### src/rtl/wb_sram_responder_pkg.sv
// Shared types and constants for the Wishbone-to-SRAM responder.
package wb_sram_responder_pkg;

   localparam int WB_DATA_W   = 16;
   localparam int WB_SEL_BITS = 2;
   localparam int WB_ADDR_W   = 16;

   typedef enum logic [1:0] {
      ST_IDLE = 2'd0,
      ST_BEAT = 2'd1,
      ST_ERR  = 2'd2
   } state_e;

   typedef enum logic [1:0] {
      LEN_1 = 2'd0,
      LEN_4 = 2'd1,
      LEN_8 = 2'd2
   } burst_len_e;

   // Index of the final beat for each burst length.
   localparam logic [2:0] LAST_1 = 3'd0;
   localparam logic [2:0] LAST_4 = 3'd3;
   localparam logic [2:0] LAST_8 = 3'd7;

   // An 8-beat request wins when both flags are raised.
   function automatic burst_len_e decode_len(input logic b4, input logic b8);
      if (b8)
         return LEN_8;
      else if (b4)
         return LEN_4;
      else
         return LEN_1;
   endfunction

endpackage

### src/rtl/wb_burst_addr_gen.sv
// Holds the burst start address, length and beat counter; produces the
// wrapped SRAM address of the current and the following beat.
module wb_burst_addr_gen
   import wb_sram_responder_pkg::*;
#(
   parameter int MEM_AW = 10
) (
   input  logic              i_clk,
   input  logic              i_rst,
   input  logic              load,
   input  logic [MEM_AW-1:0] start_addr,
   input  logic [1:0]        len_code,
   input  logic              advance,
   output logic [MEM_AW-1:0] cur_addr,
   output logic [MEM_AW-1:0] next_addr,
   output logic              last
);

   logic [MEM_AW-1:0] start_q;
   burst_len_e        len_q;
   logic [2:0]        cnt_q;
   logic [2:0]        cnt_nxt;

   // Address of beat k: only the low log2(L) bits move, so the burst
   // wraps inside its aligned block and keeps the upper bits.
   function automatic logic [MEM_AW-1:0] beat_addr(input logic [2:0] k);
      logic [MEM_AW-1:0] a;
      a = start_q;
      case (len_q)
         LEN_8:   a[2:0] = start_q[2:0] + k;
         LEN_4:   a[1:0] = start_q[1:0] + k[1:0];
         default: a = start_q;
      endcase
      return a;
   endfunction

   // Capture the burst on acceptance, then step once per completed beat.
   always_ff @(posedge i_clk or negedge i_rst) begin
      if (!i_rst) begin
         start_q <= '0;
         len_q   <= LEN_1;
         cnt_q   <= '0;
      end else if (load) begin
         start_q <= start_addr;
         len_q   <= burst_len_e'(len_code);
         cnt_q   <= '0;
      end else if (advance) begin
         cnt_q   <= cnt_nxt;
      end
   end

   // Current/next beat addresses and the final-beat flag.
   always_comb begin
      cnt_nxt   = cnt_q + 3'd1;
      cur_addr  = beat_addr(cnt_q);
      next_addr = beat_addr(cnt_nxt);
      case (len_q)
         LEN_8:   last = (cnt_q == LAST_8);
         LEN_4:   last = (cnt_q == LAST_4);
         default: last = (cnt_q == LAST_1);
      endcase
   end

endmodule

### src/rtl/wb_sram_responder.sv
// Wishbone responder serving single and 4/8-beat wrapping bursts from a
// single-port synchronous SRAM; out-of-window requests get wb_err.
module wb_sram_responder
   import wb_sram_responder_pkg::*;
#(
   parameter int ADDR_W = WB_ADDR_W,
   parameter int MEM_AW = 10,
   parameter int BASE   = 0
) (
   input  logic                   i_clk,
   input  logic                   i_rst,
   input  logic                   wb_cyc,
   input  logic                   wb_stb,
   input  logic                   wb_we,
   input  logic [ADDR_W-1:0]      wb_adr,
   input  logic [WB_DATA_W-1:0]   wb_i_dat,
   input  logic [WB_SEL_BITS-1:0] wb_sel,
   input  logic                   wb_4_burst,
   input  logic                   wb_8_burst,
   output logic [WB_DATA_W-1:0]   wb_o_dat,
   output logic                   wb_ack,
   output logic                   wb_err,
   output logic                   wb_rty,
   output logic                   mem_en,
   output logic                   mem_we,
   output logic [WB_SEL_BITS-1:0] mem_wmask,
   output logic [MEM_AW-1:0]      mem_addr,
   output logic [WB_DATA_W-1:0]   mem_wdata,
   input  logic [WB_DATA_W-1:0]   mem_rdata
);

   localparam int HI_W = ADDR_W - MEM_AW;
   localparam logic [HI_W-1:0] BASE_HI = HI_W'(BASE);

   state_e            state_q;
   state_e            state_d;
   logic              we_q;
   logic              req;
   logic              hit;
   logic              load;
   logic              advance;
   logic [MEM_AW-1:0] cur_addr;
   logic [MEM_AW-1:0] next_addr;
   logic              last;
   burst_len_e        len_req;

   assign req     = wb_cyc & wb_stb;
   assign hit     = (wb_adr[ADDR_W-1:MEM_AW] == BASE_HI);
   assign load    = (state_q == ST_IDLE) & req & hit;
   assign advance = (state_q == ST_BEAT) & wb_cyc;
   assign len_req = decode_len(wb_4_burst, wb_8_burst);
   assign wb_rty  = 1'b0;

   wb_burst_addr_gen #(
      .MEM_AW(MEM_AW)
   ) u_addr_gen (
      .i_clk     (i_clk),
      .i_rst     (i_rst),
      .load      (load),
      .start_addr(wb_adr[MEM_AW-1:0]),
      .len_code  (len_req),
      .advance   (advance),
      .cur_addr  (cur_addr),
      .next_addr (next_addr),
      .last      (last)
   );

   // State register plus the direction latched at acceptance.
   always_ff @(posedge i_clk or negedge i_rst) begin
      if (!i_rst) begin
         state_q <= ST_IDLE;
         we_q    <= 1'b0;
      end else begin
         state_q <= state_d;
         if (load)
            we_q <= wb_we;
      end
   end

   // Next state: a dropped wb_cyc aborts a burst straight back to IDLE.
   always_comb begin
      state_d = state_q;
      case (state_q)
         ST_IDLE: begin
            if (req)
               state_d = hit ? ST_BEAT : ST_ERR;
         end
         ST_BEAT: begin
            if (!wb_cyc || last)
               state_d = ST_IDLE;
         end
         ST_ERR:  state_d = ST_IDLE;
         default: state_d = ST_IDLE;
      endcase
   end

   // Bus and SRAM outputs; everything is forced low while reset is held,
   // including the combinational read issue in IDLE.
   always_comb begin
      wb_o_dat  = '0;
      wb_ack    = 1'b0;
      wb_err    = 1'b0;
      mem_en    = 1'b0;
      mem_we    = 1'b0;
      mem_wmask = '0;
      mem_addr  = '0;
      mem_wdata = '0;
      if (i_rst) begin
         case (state_q)
            ST_IDLE: begin
               // Issue the first read now so data is ready on the first beat.
               if (req && hit && !wb_we) begin
                  mem_en   = 1'b1;
                  mem_addr = wb_adr[MEM_AW-1:0];
               end
            end
            ST_BEAT: begin
               if (wb_cyc) begin
                  wb_ack = 1'b1;
                  if (we_q) begin
                     mem_en    = 1'b1;
                     mem_we    = 1'b1;
                     mem_wmask = wb_sel;
                     mem_addr  = cur_addr;
                     mem_wdata = wb_i_dat;
                  end else begin
                     wb_o_dat = mem_rdata;
                     // Prefetch the following beat unless this is the last.
                     if (!last) begin
                        mem_en   = 1'b1;
                        mem_addr = next_addr;
                     end
                  end
               end
            end
            ST_ERR:  wb_err = 1'b1;
            default: ;
         endcase
      end
   end

endmodule

### config.mk
export PLATFORM = sky130hd
export DESIGN_NAME = wb_sram_responder
export DESIGN_NICKNAME = d
export VERILOG_FILES = /design/src/rtl/wb_sram_responder_pkg.sv /design/src/rtl/wb_burst_addr_gen.sv /design/src/rtl/wb_sram_responder.sv
export SDC_FILE = /design/constraint.sdc
export NUM_CORES = 1
export LEC_CHECK = 0
export CAP_MARGIN = 40
export CORE_MARGIN = 2
export CORE_UTILIZATION = 39
export DETAILED_ROUTE_END_ITERATION = 16
export GPL_TIMING_DRIVEN = 0
export PLACE_DENSITY = 0.86
export SYNTH_ARGS = -nofsm -noshare
export SYNTH_HDL_FRONTEND = slang
export SYNTH_SLANG_ARGS = --single-unit
### constraint.sdc
create_clock -name i_clk -period 5.55 [get_ports i_clk]
set_input_delay 1.11 -clock i_clk [delete_from_list [all_inputs] [get_ports i_clk]]
set_output_delay 1.11 -clock i_clk [all_outputs]
set_load 0.01 [all_outputs]
==> results of run 1 <==
cell type report:
type	instances	share of cell area, %
multi-input combinational	135	38.05
sequential	18	16.33
inverter	9	1.224
tap	50	2.268
timing repair buffer	105	38.14
clock buffer	3	1.497
buffer	12	2.494
flip-flops by register name, summed over array words and instances, names as in the netlist:
| signal | count |
|---|---|
| u_addr_gen.start_q | 10 |
| u_addr_gen.cnt_q | 3 |
| state_q | 2 |
| u_addr_gen.len_q | 2 |
| we_q | 1 |
kinds of logic (layout without fill, tap and decap cells):
kind of cell | count (synthesis) | count (layout) | synth area share, %
multiplexers | 11 | 11 | 9.602
AO/OA/AOI/OAI | 30 | 30 | 14.13
AND/OR/NAND/NOR | 78 | 78 | 29.67
XOR/XNOR | 7 | 7 | 4.684
adder cells (fa/ha/maj) | 8 | 8 | 7.182
other | 1 | 1 | 0.2340
buffers and inverters | 21 | 129 | 6.401
flip-flops | 18 | 18 | 28.10
path summary, 6_finish.rpt:
| path | cells past startpoint | to | slack, ns | start |
|---|---|---|---|---|
| hold reg to reg | 1 | u_addr_gen.start_q[5] | 0.52 | u_addr_gen.start_q[5] |
| min in group asynchronous | 1 | u_addr_gen.start_q[7] | 1.20 | i_rst |
| setup reg to reg | 4 | u_addr_gen.start_q[8] | 4.00 | state_q[1] |
| hold / removal | 1 | u_addr_gen.start_q[5] | 0.52 | u_addr_gen.start_q[5] |
| setup / recovery | 7 | mem_addr[2] | 0.91 | i_rst |
| max in group asynchronous | 2 | u_addr_gen.start_q[1] | 3.88 | i_rst |
report_power, final:
part	leakage [µW]	internal [µW]	switching, µW
combinational	0.000888	66.4	42.8
clock	0.0000216	48.3	44.1
sequential	0.000234	141	10.0
layer usage:
metal / up-vias / GRT usage, % / part of all wire (%)
li1: 795 / - / -
met1: 754 / 25.82 / 39
met2: 76 / 35.44 / 49
met3: 9 / 4.934 / 9.6
met4: 0 / 7.000 / 1.7
met5: - / 0 / 0
synth_stat cells, types with 3 or more instances:
library cell	n
and2_1	35
dfrtp_1	18
nand2_1	17
o211ai_1	10
inv_1	9
a21oi_2	8
mux2_4	8
nor2_1	8
ha_1	6
clkbuf_1	5
nor2b_1	5
a21oi_1	4
buf_2	4
xor2_1	4
mux2_2	3
worst max-delay path: cells and delay by family:
family | cells | cell delay (ns)
buf+inv | 3 | 1.69
simple gates | 2 | 0.48
compound gates | 2 | 0.25
stage by stage:
| step | std cells | instance area [µm²] | hold WS, ns | utilization [%] |
|---|---|---|---|---|
| after floorplan | 174 | 1603 | 0.4630 | - |
| after global placement | 328 | 2706 | 0.4921 | 68.15 |
| after detailed placement | 329 | 2718 | 0.4953 | 68.43 |
| after CTS | 332 | 2759 | 0.5165 | 69.47 |
| after global routing | 332 | 2759 | 0.5393 | 69.47 |
| final | 332 | 2759 | 0.5160 | 69.47 |
==> flow_metrics.tcl, run 1 <==
set metrics [dict create \
    outcome "completed" \
    ctsHoldBuffers 0 \
    cp-end-kind "output port" \
    slew_violations 0 \
    syn_nets 239 \
    grt_max_degree 13 \
    tightest_slew_ns 0.5236 \
    nets 349 \
    syn_avg_cell_area_um2 9.211 \
    antenna_cells 0 \
    cts_sinks 18 \
    drc_errors 0 \
    cts_max_path_buffers 2 \
    p_total_uw 352.8 \
    final_common_cell "clkdlybuf4s50_1" \
    period_share_pct 83.63 \
    setup_viol 0 \
    hold_class "reg -> reg" \
    synth-edff-count 0 \
    first_iter_violations 45 \
    fmax_ghz 0.2154 \
    crit_type "in -> out" \
    syn-instance-count 174 \
    synth.distinct_cells 40 \
    layout-drive-gt1-share_pct 12.06 \
    synthTopCellsByArea "dfrtp_1, and2_1, mux2_4, ha_1, o211ai_1" \
    syn2layout_area_growth_pct 72.13 \
    yosys_warnings 0 \
    crit_chain "clkdlybuf4s50_1 -> nand2b_1 -> nor3_1 -> clkbuf_1 -> o21ai_0 -> o211ai_1 -> clkdlybuf4s50_1" \
    htreeDepth 1 \
    cts.clk_slew.worst_paths_ns 0.07 \
    initial_utilization_pct 40.36 \
    crit_path_max_incr_delay_ns 0.80 \
    grt_overflow 0 \
    ant_nets 0 \
    clock_latency_ns 0.25 \
    regArea_um2 450.4 \
    ir_worst_vdd_uv 140.4 \
    leakage_uw 0.001144 \
    ys.flop_type "dfrtp_1" \
    hpwl_mm 3.993 \
    routed_wl_mm 4.750 \
    routedWlPerCell_um 14.31 \
    cts_resized 0 \
    cp.arrival_ns 3.53 \
    dr.pass1.iters 4 \
    gp_congestion 0.7968 \
    ctsRootBufferMaster "clkbuf_8" \
    ys_ff_latch 18 \
    io_buffers 104 \
    cp_max_fo 12 \
    die_h_um 68.11 \
    critPathRequiredTime_ns 4.44 \
    start_kind "input pin" \
    nFillCells 348 \
    maxSlewHeadroom_pct 64.99 \
    antenna_found_initial 0 \
    synth_top_area_share_pct 28.10 \
    clock_skew_ns 0.0008954 \
    synth_top_area_cell "dfrtp_1" \
    vias 1634 \
    die_x_um 68.11 \
    post_cts_buffers 0 \
    layout_common_cells "clkdlybuf4s50_1, and2_1, dfrtp_1" \
    cts_tree "done" \
    fin_ws_ns 0.9083 \
    ys_async_sr_fraction_pct 100.0 \
    grt_pass1_vias 1451 \
    hold_viol 0 \
    max_cap_violations 0 \
    core_um2 3971 \
    die_area_um2 4638 \
    finalCriticalPeriod_ns 4.642 \
    grt_pass1_wl_mm 7.141 \
    viasPerCell 4.922 \
    seq_area_frac_synth_pct 28.10 \
    rows 23 \
    netlist_area_um2 1603 \
    cp_slowest_cell "clkdlybuf4s50_1" \
    crit_path_frequent_cell "clkdlybuf4s50_1" \
    io_pins 106 \
    pwr_density_cell_nw_per_um2 127.9 \
    multiInputGateArea_um2 1050 \
    grt_usage_pct 20.84 \
    rsz0062_at_grt "no" \
    cts_buffers 3 \
    pre_cts_slack_ns 0.8637 \
    fin_tns_setup_ns 0 \
]
(Power assumes the default switching activity.)
==> run 2, diff against run 1 <==
Settings changed: CORE_UTILIZATION 39 to 33, PLACE_DENSITY 0.86 to 0.78.
Clock period 5.55 ns to 4 ns, I/O delays scaled along.
==> run 2 against run 1 <==
  * Wire length grew 4.0%
  * First-iteration DRC count down 24%
  * Cell count rose by 1.5%
  * Sequential share of layout area down 0.21 points
  * Non-clock buffer count is the same
  * Die area is 17% higher
  * Sequential power is 38% higher
  * Flip-flop and latch count is the same
  * Clock skew increased by 0.00062 ns
  * Critical path depth did not move
  * Critical endpoint is now wb_o_dat[5]
  * Largest cell class unchanged
  * Highest routed layer unchanged
==> flow_metrics.tcl, run 2 (synthesis results as in run 1) <==
set metrics [dict create \
    pwr_density_cell_nw_per_um2 185.0 \
    post_cts_buffers 0 \
    grt_max_degree 20 \
    layout_common_cells "clkdlybuf4s50_1, and2_1, dfrtp_1" \
    cts.clk_slew.worst_paths_ns 0.07 \
    grt_usage_pct 18.52 \
    initial_utilization_pct 34.16 \
    grt_pass1_vias 1599 \
    viasPerCell 4.920 \
    slew_violations 0 \
    cts_max_path_buffers 2 \
    crit_type "in -> out" \
    outcome "completed" \
    max_cap_violations 0 \
    largest_reg_flops 10 \
    start_kind "input pin" \
    die_h_um 73.69 \
    clock_latency_ns 0.26 \
    core_um2 4692 \
    nFillCells 413 \
    cp-end-kind "output port" \
    routedWlPerCell_um 14.66 \
    gp_congestion 0.8410 \
    period_share_pct 94.83 \
    ir_worst_vdd_uv 158.2 \
    cp.arrival_ns 2.99 \
    routed_wl_mm 4.940 \
    vias 1658 \
    layout-drive-gt1-share_pct 13.43 \
    largest_registers "u_addr_gen.start_q x10, u_addr_gen.cnt_q x3" \
    io_buffers 104 \
    cts_buffers 3 \
    die_x_um 73.69 \
    top_register "u_addr_gen.start_q" \
    rrSetupSlack_ns 2.45 \
    setup_viol 0 \
    htreeDepth 1 \
    die_area_um2 5430 \
    clock_skew_ns 0.001512 \
    dr.pass1.iters 4 \
    ant_nets 0 \
    pre_cts_slack_ns -0.03910 \
    cp_max_fo 19 \
    fin_ws_ns 0.2068 \
    finalCriticalPeriod_ns 3.793 \
    hold_viol 0 \
    grt_pass1_wl_mm 7.728 \
    hold_class "reg -> reg" \
    drc_errors 0 \
    antenna_cells 0 \
    cts_tree "done" \
    p_total_uw 517.2 \
    first_iter_violations 34 \
    fmax_ghz 0.2636 \
    leakage_uw 0.001171 \
    antenna_found_initial 0 \
    critPathRequiredTime_ns 3.20 \
    cts_sinks 18 \
    ctsRootBufferMaster "clkbuf_8" \
    syn2layout_area_growth_pct 74.39 \
    final_common_cell "clkdlybuf4s50_1" \
    hpwl_mm 4.094 \
    rsz0062_at_grt "no" \
    io_pins 106 \
    grt_overflow 0 \
    rows 25 \
    nets 349 \
]
run 2: cell count changes in the layout (fill, tap and decap cells not counted):
cell / before / now
clkbuf_2: 0 / 2
buf_8: 0 / 1
nor3_1: 1 / 0
clkbuf_8: 3 / 4
buf_6: 3 / 2
clkbuf_1: 5 / 3
nor3_4: 0 / 1
run 2: worst paths after layout:
path                                       start                    end  cells after the start
max in group asynchronous                  i_rst  u_addr_gen.start_q[7]                      2
min in group asynchronous                  i_rst    u_addr_gen.len_q[0]                      1
min reg2reg                u_addr_gen.start_q[4]  u_addr_gen.start_q[4]                      1
min                        u_addr_gen.start_q[4]  u_addr_gen.start_q[4]                      1
max reg2reg                           state_q[1]  u_addr_gen.start_q[2]                      4
max                                        i_rst            wb_o_dat[5]                      7
run 2: power by group:
group	switching, µW	total (µW)	internal (µW)
clock	65.6	153	87.6
sequential	13.7	209	196
combinational	61.9	155	92.7
total	141	517	376
run 2: metal layers:
layer / track usage [%] / vias to the layer above / share of wire (%)
met5: 0 / - / 0
met4: 3.636 / 0 / 0.59
met1: 23.06 / 764 / 40
met2: 32.74 / 90 / 49
met3: 4.115 / 5 / 9.8
li1: - / 799 / -
run 2: worst max-delay path, stage by stage:
cell and delay [ns]:
clkdlybuf4s50_1 0.57, buf_8 0.21, nand2b_1 0.18, nor3_4 0.27, clkbuf_2 0.25, and2_1 0.15
clkdlybuf4s50_1 0.55
run 2: cell type report:
type | instances | area (µm²) | share of cell area [%]
clock buffers | 4 | 55.05 | 1.970
plain buffers | 12 | 71.32 | 2.551
flip-flops and latches | 18 | 450.4 | 16.11
well taps | 54 | 67.56 | 2.417
repair buffers | 105 | 1056 | 37.78
inverters | 9 | 33.78 | 1.209
multi-input cells | 135 | 1061 | 37.96
run 2: repair_timing:
| item | in CTS | in global routing |
|---|---|---|
| hold buffers | 0 | 0 |
| endpoints found under the setup margin | 1 | 12 |
| gates resized for setup | 1 | 4 |
| hold endpoints to repair | 0 | 0 |
run 2: metrics by stage:
| stage | utilization [%] | hold slack, ns | instance area, µm² | std cells | setup TNS, ns |
|---|---|---|---|---|---|
| 2_1_floorplan | - | 0.4630 | 1603 | 174 | 0 |
| 3_3_place_gp | 57.79 | 0.4908 | 2711 | 332 | -10.27 |
| 3_5_place_dp | 58.11 | 0.4958 | 2726 | 333 | -0.03910 |
| 4_1_cts | 59.31 | 0.5181 | 2783 | 337 | 0 |
| 5_1_grt | 59.57 | 0.5380 | 2795 | 337 | 0 |
| 6_report | 59.57 | 0.5155 | 2795 | 337 | 0 |
==> run 3, diff against run 2 <==
Settings changed: SKIP_LAST_GASP set to 1.
==> results of run 3 <==
Final layout, timing and power as in run 2 (identical DEF).
